==> config.mk <==
export PLATFORM = sky130hd
export DESIGN_NAME = regfile_wb_arb
export DESIGN_NICKNAME = d
export VERILOG_FILES = /design/src/rtl/regfile_wb_arb.sv
export SDC_FILE = /design/constraint.sdc
export NUM_CORES = 1
export LEC_CHECK = 0
export CORE_MARGIN = 1.5
export CORE_UTILIZATION = 36
export DETAILED_ROUTE_END_ITERATION = 8
export GPL_ROUTABILITY_DRIVEN = 0
export HOLD_SLACK_MARGIN = 0.06
export PLACE_DENSITY = 0.75
export SLEW_MARGIN = 30
export SYNTH_ARGS = -nofsm -noshare
export SYNTH_HDL_FRONTEND = slang
export SYNTH_SLANG_ARGS = --single-unit
export TNS_END_PERCENT = 100
==> constraint.sdc <==
create_clock -name CLK -period 1.4 [get_ports CLK]
set_clock_uncertainty 0.15 [all_clocks]
set_input_delay 0.42 -clock CLK [delete_from_list [all_inputs] [get_ports CLK]]
set_output_delay 0.42 -clock CLK [all_outputs]
set_load 0.02 [all_outputs]
==> src/rtl/regfile_wb_arb.sv <==
// ---------------------------------------------------------------------------
// regfile_wb_arb
//   Two-requester round-robin write arbiter in front of a register file.
//   Accepted requests appear on the write port one cycle after acceptance.
//   An optional zero-fill sweep clears every register after reset; it is
//   compiled in only when REGWB_INIT_SWEEP_EN is defined. The default build
//   (macro undefined) has no sweep and starts arbitrating at reset release.
//
// Parameters
//   DATA_W      register data width
//   ADDR_W      register address width (2**ADDR_W registers)
//
// Ports
//   CLK                    clock, all state changes on posedge
//   CLR                    asynchronous active-high reset
//   req0_valid/req1_valid  write request from requester 0 / 1
//   req0_addr /req1_addr   target register
//   req0_data /req1_data   write data
//   req0_ready/req1_ready  request accepted this cycle (combinational)
//   wr_E                   register-file write enable (registered)
//   wr_addr                register-file write address (registered)
//   din                    register-file write data (registered)
//   busy                   high while the init sweep runs
// ---------------------------------------------------------------------------
module regfile_wb_arb #(
  parameter int DATA_W = 16,
  parameter int ADDR_W = 3
) (
  input  logic              CLK,
  input  logic              CLR,
  input  logic              req0_valid,
  input  logic [ADDR_W-1:0] req0_addr,
  input  logic [DATA_W-1:0] req0_data,
  input  logic              req1_valid,
  input  logic [ADDR_W-1:0] req1_addr,
  input  logic [DATA_W-1:0] req1_data,
  output logic              req0_ready,
  output logic              req1_ready,
  output logic              wr_E,
  output logic [ADDR_W-1:0] wr_addr,
  output logic [DATA_W-1:0] din,
  output logic              busy
);

  logic              wr_e_q,    wr_e_d;
  logic [ADDR_W-1:0] wr_addr_q, wr_addr_d;
  logic [DATA_W-1:0] din_q,     din_d;
  // rr_ptr selects the winner when both requesters are valid (0 -> req0).
  logic              rr_ptr_q,  rr_ptr_d;
  logic              run;
  logic              grant0, grant1;

`ifdef REGWB_INIT_SWEEP_EN
  typedef enum logic {SWEEP, RUN} state_t;
  state_t            state_q, state_d;
  logic [ADDR_W-1:0] sweep_cnt_q, sweep_cnt_d;

  assign run  = (state_q == RUN);
  assign busy = (state_q == SWEEP);
`else
  assign run  = 1'b1;
  assign busy = 1'b0;
`endif

  // Readies depend only on valids, state and rr_ptr, never on each other,
  // so at most one request is accepted per cycle.
  assign grant0 = run && req0_valid && (!req1_valid || !rr_ptr_q);
  assign grant1 = run && req1_valid && (!req0_valid ||  rr_ptr_q);

  assign req0_ready = grant0;
  assign req1_ready = grant1;

  always_comb begin
    // NOTE: every signal written here gets a default first, so no path
    // leaves one unassigned and no latch is inferred.
    wr_e_d    = 1'b0;
    wr_addr_d = wr_addr_q;
    din_d     = din_q;
    rr_ptr_d  = rr_ptr_q;
`ifdef REGWB_INIT_SWEEP_EN
    state_d     = state_q;
    sweep_cnt_d = sweep_cnt_q;
`endif

    if (grant0) begin
      wr_e_d    = 1'b1;
      wr_addr_d = req0_addr;
      din_d     = req0_data;
      rr_ptr_d  = 1'b1;          // the other requester wins the next tie
    end else if (grant1) begin
      wr_e_d    = 1'b1;
      wr_addr_d = req1_addr;
      din_d     = req1_data;
      rr_ptr_d  = 1'b0;
    end

`ifdef REGWB_INIT_SWEEP_EN
    // Grants are forced low in SWEEP, so this never overrides a transfer.
    if (state_q == SWEEP) begin
      wr_e_d      = 1'b1;
      wr_addr_d   = sweep_cnt_q;
      din_d       = '0;
      sweep_cnt_d = sweep_cnt_q + 1'b1;
      // Leave SWEEP on the same edge that issues the last address.
      if (sweep_cnt_q == '1) state_d = RUN;
    end
`endif
  end

  always_ff @(posedge CLK or posedge CLR) begin
    if (CLR) begin
      wr_e_q      <= 1'b0;
      wr_addr_q   <= '0;
      din_q       <= '0;
      rr_ptr_q    <= 1'b0;
`ifdef REGWB_INIT_SWEEP_EN
      state_q     <= SWEEP;
      sweep_cnt_q <= '0;
`endif
    end else begin
      // NOTE: non-blocking assignments keep every register sampling the
      // pre-edge values, independent of statement order.
      wr_e_q      <= wr_e_d;
      wr_addr_q   <= wr_addr_d;
      din_q       <= din_d;
      rr_ptr_q    <= rr_ptr_d;
`ifdef REGWB_INIT_SWEEP_EN
      state_q     <= state_d;
      sweep_cnt_q <= sweep_cnt_d;
`endif
    end
  end

  assign wr_E    = wr_e_q;
  assign wr_addr = wr_addr_q;
  assign din     = din_q;

endmodule

# Word level (Yosys, flattened, before mapping)
# Cells that the tools add are included.
# totals
regBits	21
latchBits	0
ram_bits	0
romBits	0
in_bits	42
out_inout_bits	23
word_cells	20
n_memories	0
# classes
n_addsub	0
multipliers	0
n_div	0
magnitude_cmp	0
n_eq_ne	0
shift	0
mux	8
bitwise	0
reduce_logical	8
# ops
operator	n
$mux W16	2
$mux W3	2
$mux W1	4
$logic_not A1 Y1	3
$logic_and A1 B1 Y1	2
$logic_or A1 B1 Y1	2
$reduce_bool A2 Y1	1

# Depth between registers and ports, before layout
# depth
ltp_word	5
mapped_depth	4
mapped_depth_nobuf	3

# Worst setup path before layout
# OpenSTA, ideal clock, no wires.
# synth_path
path_kind	input -> output
startpoint	input req1_valid
endpoint	output req1_ready
arrival_ns	1.142
required_time_ns	0.830
path_slack_ns	-0.312
stages	4
path_buffers	2
cell_sequence	inv_2 -> buf_4 -> buf_2 -> nor2_1
# synth_via
elab_chain_cells	1
# synth_rtl
element	line	text
from (decl)	34	input logic req1_valid,
$logic_and A1 B1 Y1	68	assign grant1 = run && req1_valid && (!req0_valid || rr_ptr_q);
to (decl)	38	output logic req1_ready,
# Every way passes these cells.

# Final worst setup path
# layout_path
startpoint	register rr_ptr_q
endpoint	output req1_ready
# layout_via
elab_chain_cells	2
# layout_rtl
element	line	text
from (decl)	49	logic rr_ptr_q, rr_ptr_d;
from (signal assigned)	126	rr_ptr_q <= rr_ptr_d;
$logic_or A1 B1 Y1	68	
$logic_and A1 B1 Y1	68	
# Every way passes these cells.

==> flow_metrics.py <==
metrics = {
    "run_status": {
        "outcome": "finished, violations left",
        "violations": "negative setup slack",
    },
    "timing": {
        "setup_violations": 17,
        "rsz0062_at_grt": "true",
        "min_period_over_period": 1.14,
        "finalHoldViolCount": 0,
        "finalMaxSlewViolations": 0,
        "max_freq_ghz": 0.626,
        "post-route-min-period_ns": 1.60,
        "hold_slack_ns": 0.332,
        "fin_tns_setup_ns": -0.487,
        "fin_ws_ns": -0.199,
    },
    "clock_network": {
        "clockBufferDepth": 2,
        "cts_hold_buf": 0,
        "clk-insertion-delay-late_ns": 0.25,
        "cts.sinks": 21,
        "htreeDepth": 1,
        "cts_root_buffer": "clkbuf_8",
        "cts_tree": "yes",
        "cts_buffers": 3,
        "clkTransAtPathRegs_ns": 0.07,
    },
    "synthesis": {
        "yosysSeqAreaShare": 0.394,
        "synth_area_um2": 1330,
        "synthAdderAreaFrac": 0,
        "synth-edff-count": 0,
        "synthArstFlopShare": 1.00,
        "synth-seq-cells": 21,
        "syn_inst": 118,
        "synth.avg_cell_area_um2": 11.3,
        "ys_warn_count": 0,
        "synth_xor_area_frac": 0,
        "synth_simple_gate_area_frac": 0.107,
        "synth_top_family_by_area": "compound AO/OA/AOI/OAI gates",
        "synth.mux.area_fraction": 0,
        "synth_cell_types": 19,
        "synth_fp_nets": 160,
        "ys.flop_type": "dfrtp_1",
        "synth_compound_area_frac": 0.419,
    },
    "global_route": {
        "met1_usage": 0.227,
        "track_usage": 0.177,
        "grt_pass1_vias": 1236,
        "overflow": 0,
        "busiest_layer": "met2",
        "antenna_found_initial": 0,
        "grt_use_met3": 0.0317,
        "grt_pass1_wl_mm": 5.80,
        "grt_max_degree": 40,
        "met2_usage": 0.314,
    },
    "drt": {
        "route.detailed.drc": 0,
        "routed_wl_mm": 3.48,
        "wl_per_cell_um": 15.3,
        "dr.pass1.iters": 4,
        "drt_iter0_markers": 73,
        "vias": 1157,
        "ant_nets": 0,
        "routed_via_density": 5.10,
    },
    "place": {
        "place_area_um2": 2030,
        "hpwlAfterDp_mm": 2.48,
        "io_buffers": 63,
        "dp_cells": 222,
    },
    "layout": {
        "diodes": 0,
        "drive_above_1_share": 0.414,
        "area_growth_pct": 54.2,
        "fillers": 321,
        "postLayoutCoreUtil": 0.598,
        "layout_commonest_cell": "clkdlybuf4s50_1",
        "fin_nets": 224,
        "final_cell_mix": "clkdlybuf4s50_1 (39), dfrtp_1 (20), nand2b_1 (19), o21ai_0 (19), a21oi_2 (18)",
        "finalInstanceArea_um2": 2060,
        "final_cells": 227,
    },
    "power": {
        "power_leakage_uw": 0.000784,
        "ir_worst_vdd_uv": 430,
        "power_density_nw_per_um2": 922,
    },
    "floorplanning": {
        "die_area_um2": 4080,
        "die_h_um": 63.9,
        "die_w_um": 63.9,
        "initial_core_util": 0.387,
        "io_pins": 65,
        "num_rows": 21,
        "coreArea_um2": 3440,
    },
    "critical_path": {
        "path_class": "reg2out",
        "cp.arrival_ns": 1.03,
        "start_kind": "flop",
        "end_kind": "output pin",
        "required_ns": 0.83,
        "cp_max_fo": 4,
    },
    "job": {
        "drv_cap": 0,
    },
    "worst_hold_path": {
        "hold_class": "in2async",
    },
}
cells by family after synthesis:
logic type / Yosys count
buf+inv: 15
flops: 21
compound gates: 59
simple gates: 22
other cells: 1
Yosys cell counts, types with 3 or more instances:
library cell | count | area [um^2]
buf_2 | 4 | 20.0
buf_4 | 5 | 37.5
o32ai_1 | 3 | 26.3
buf_6 | 3 | 33.8
dfrtp_1 | 21 | 526
nand2b_1 | 19 | 119
o21ai_0 | 19 | 95.1
o32ai_2 | 16 | 260
a21oi_2 | 18 | 158
critical path, cell delays in order, from the launching register on:
cell,delay (ns)
dfrtp_2,0.46
nor2b_4,0.15
nor2_4,0.05
buf_6,0.12
layout make-up:
class | count | area [um^2] | area share
clock buffer | 4 | 45.0 | 0.0219
inverter | 2 | 15.0 | 0.00730
timing repair buffer | 72 | 688 | 0.335
multi-input combinational | 82 | 724 | 0.352
sequential | 21 | 527 | 0.256
tap | 46 | 57.6 | 0.0280
power by group:
| group | leakage [uW] | switching, uW | internal (uW) | total [uW] |
|---|---|---|---|---|
| sequential | 0.000237 | 58.5 | 686 | 745 |
| clock | 0.0000228 | 191 | 202 | 393 |
| combinational | 0.000524 | 376 | 381 | 757 |
| total | 0.000784 | 626 | 1270 | 1900 |
state kept, by name (all words and copies together), names as in the netlist:
signal / flops
din: 16
wr_E: 1
wr_addr: 3
rr_ptr_q: 1
stage by stage:
step / total power [uW] / setup WS (ns)
after global routing: 2000 / -0.232
final: 1900 / -0.199
after detailed placement: 1530 / -1.00
after floorplan: 1190 / -0.0192
after CTS: 1850 / -0.207
after global placement: 1500 / -0.999
what timing repair did:
action | in CTS | in global routing
gates resized for setup | 100 | 22
endpoints found under the setup margin | 42 | 32
buffers inserted | 0 | 1
hold endpoints to repair | 0 | 0
pin swaps | 1 | 0
routing by layer:
metal  wire (um)  part of all wire  vias to the layer above
met5           0                 0                        -
met4           0                 0                        0
met3         253             0.073                        0
met2        1700              0.49                       44
met1        1520              0.44                      553
li1            -                 -                      560
final timing paths:
kind | start | to | slack, ns | cells after the start
hold / removal | CLR | din[0]$_DFFE_PP0P_ | 0.33 | 3
hold reg to reg | din[9]$_DFFE_PP0P_ | din[9]$_DFFE_PP0P_ | 0.45 | 2
max in group asynchronous | CLR | rr_ptr_q$_DFFE_PP0P_ | 0.62 | 3
setup reg to reg | rr_ptr_q$_DFFE_PP0P_ | din[4]$_DFFE_PP0P_ | -0.03 | 4
setup / recovery | rr_ptr_q$_DFFE_PP0P_ | req1_ready | -0.20 | 3
min in group CLK | req1_valid | wr_E$_DFF_PP0_ | 0.45 | 2
No activity file was read; power rests on OpenSTA's default activity.
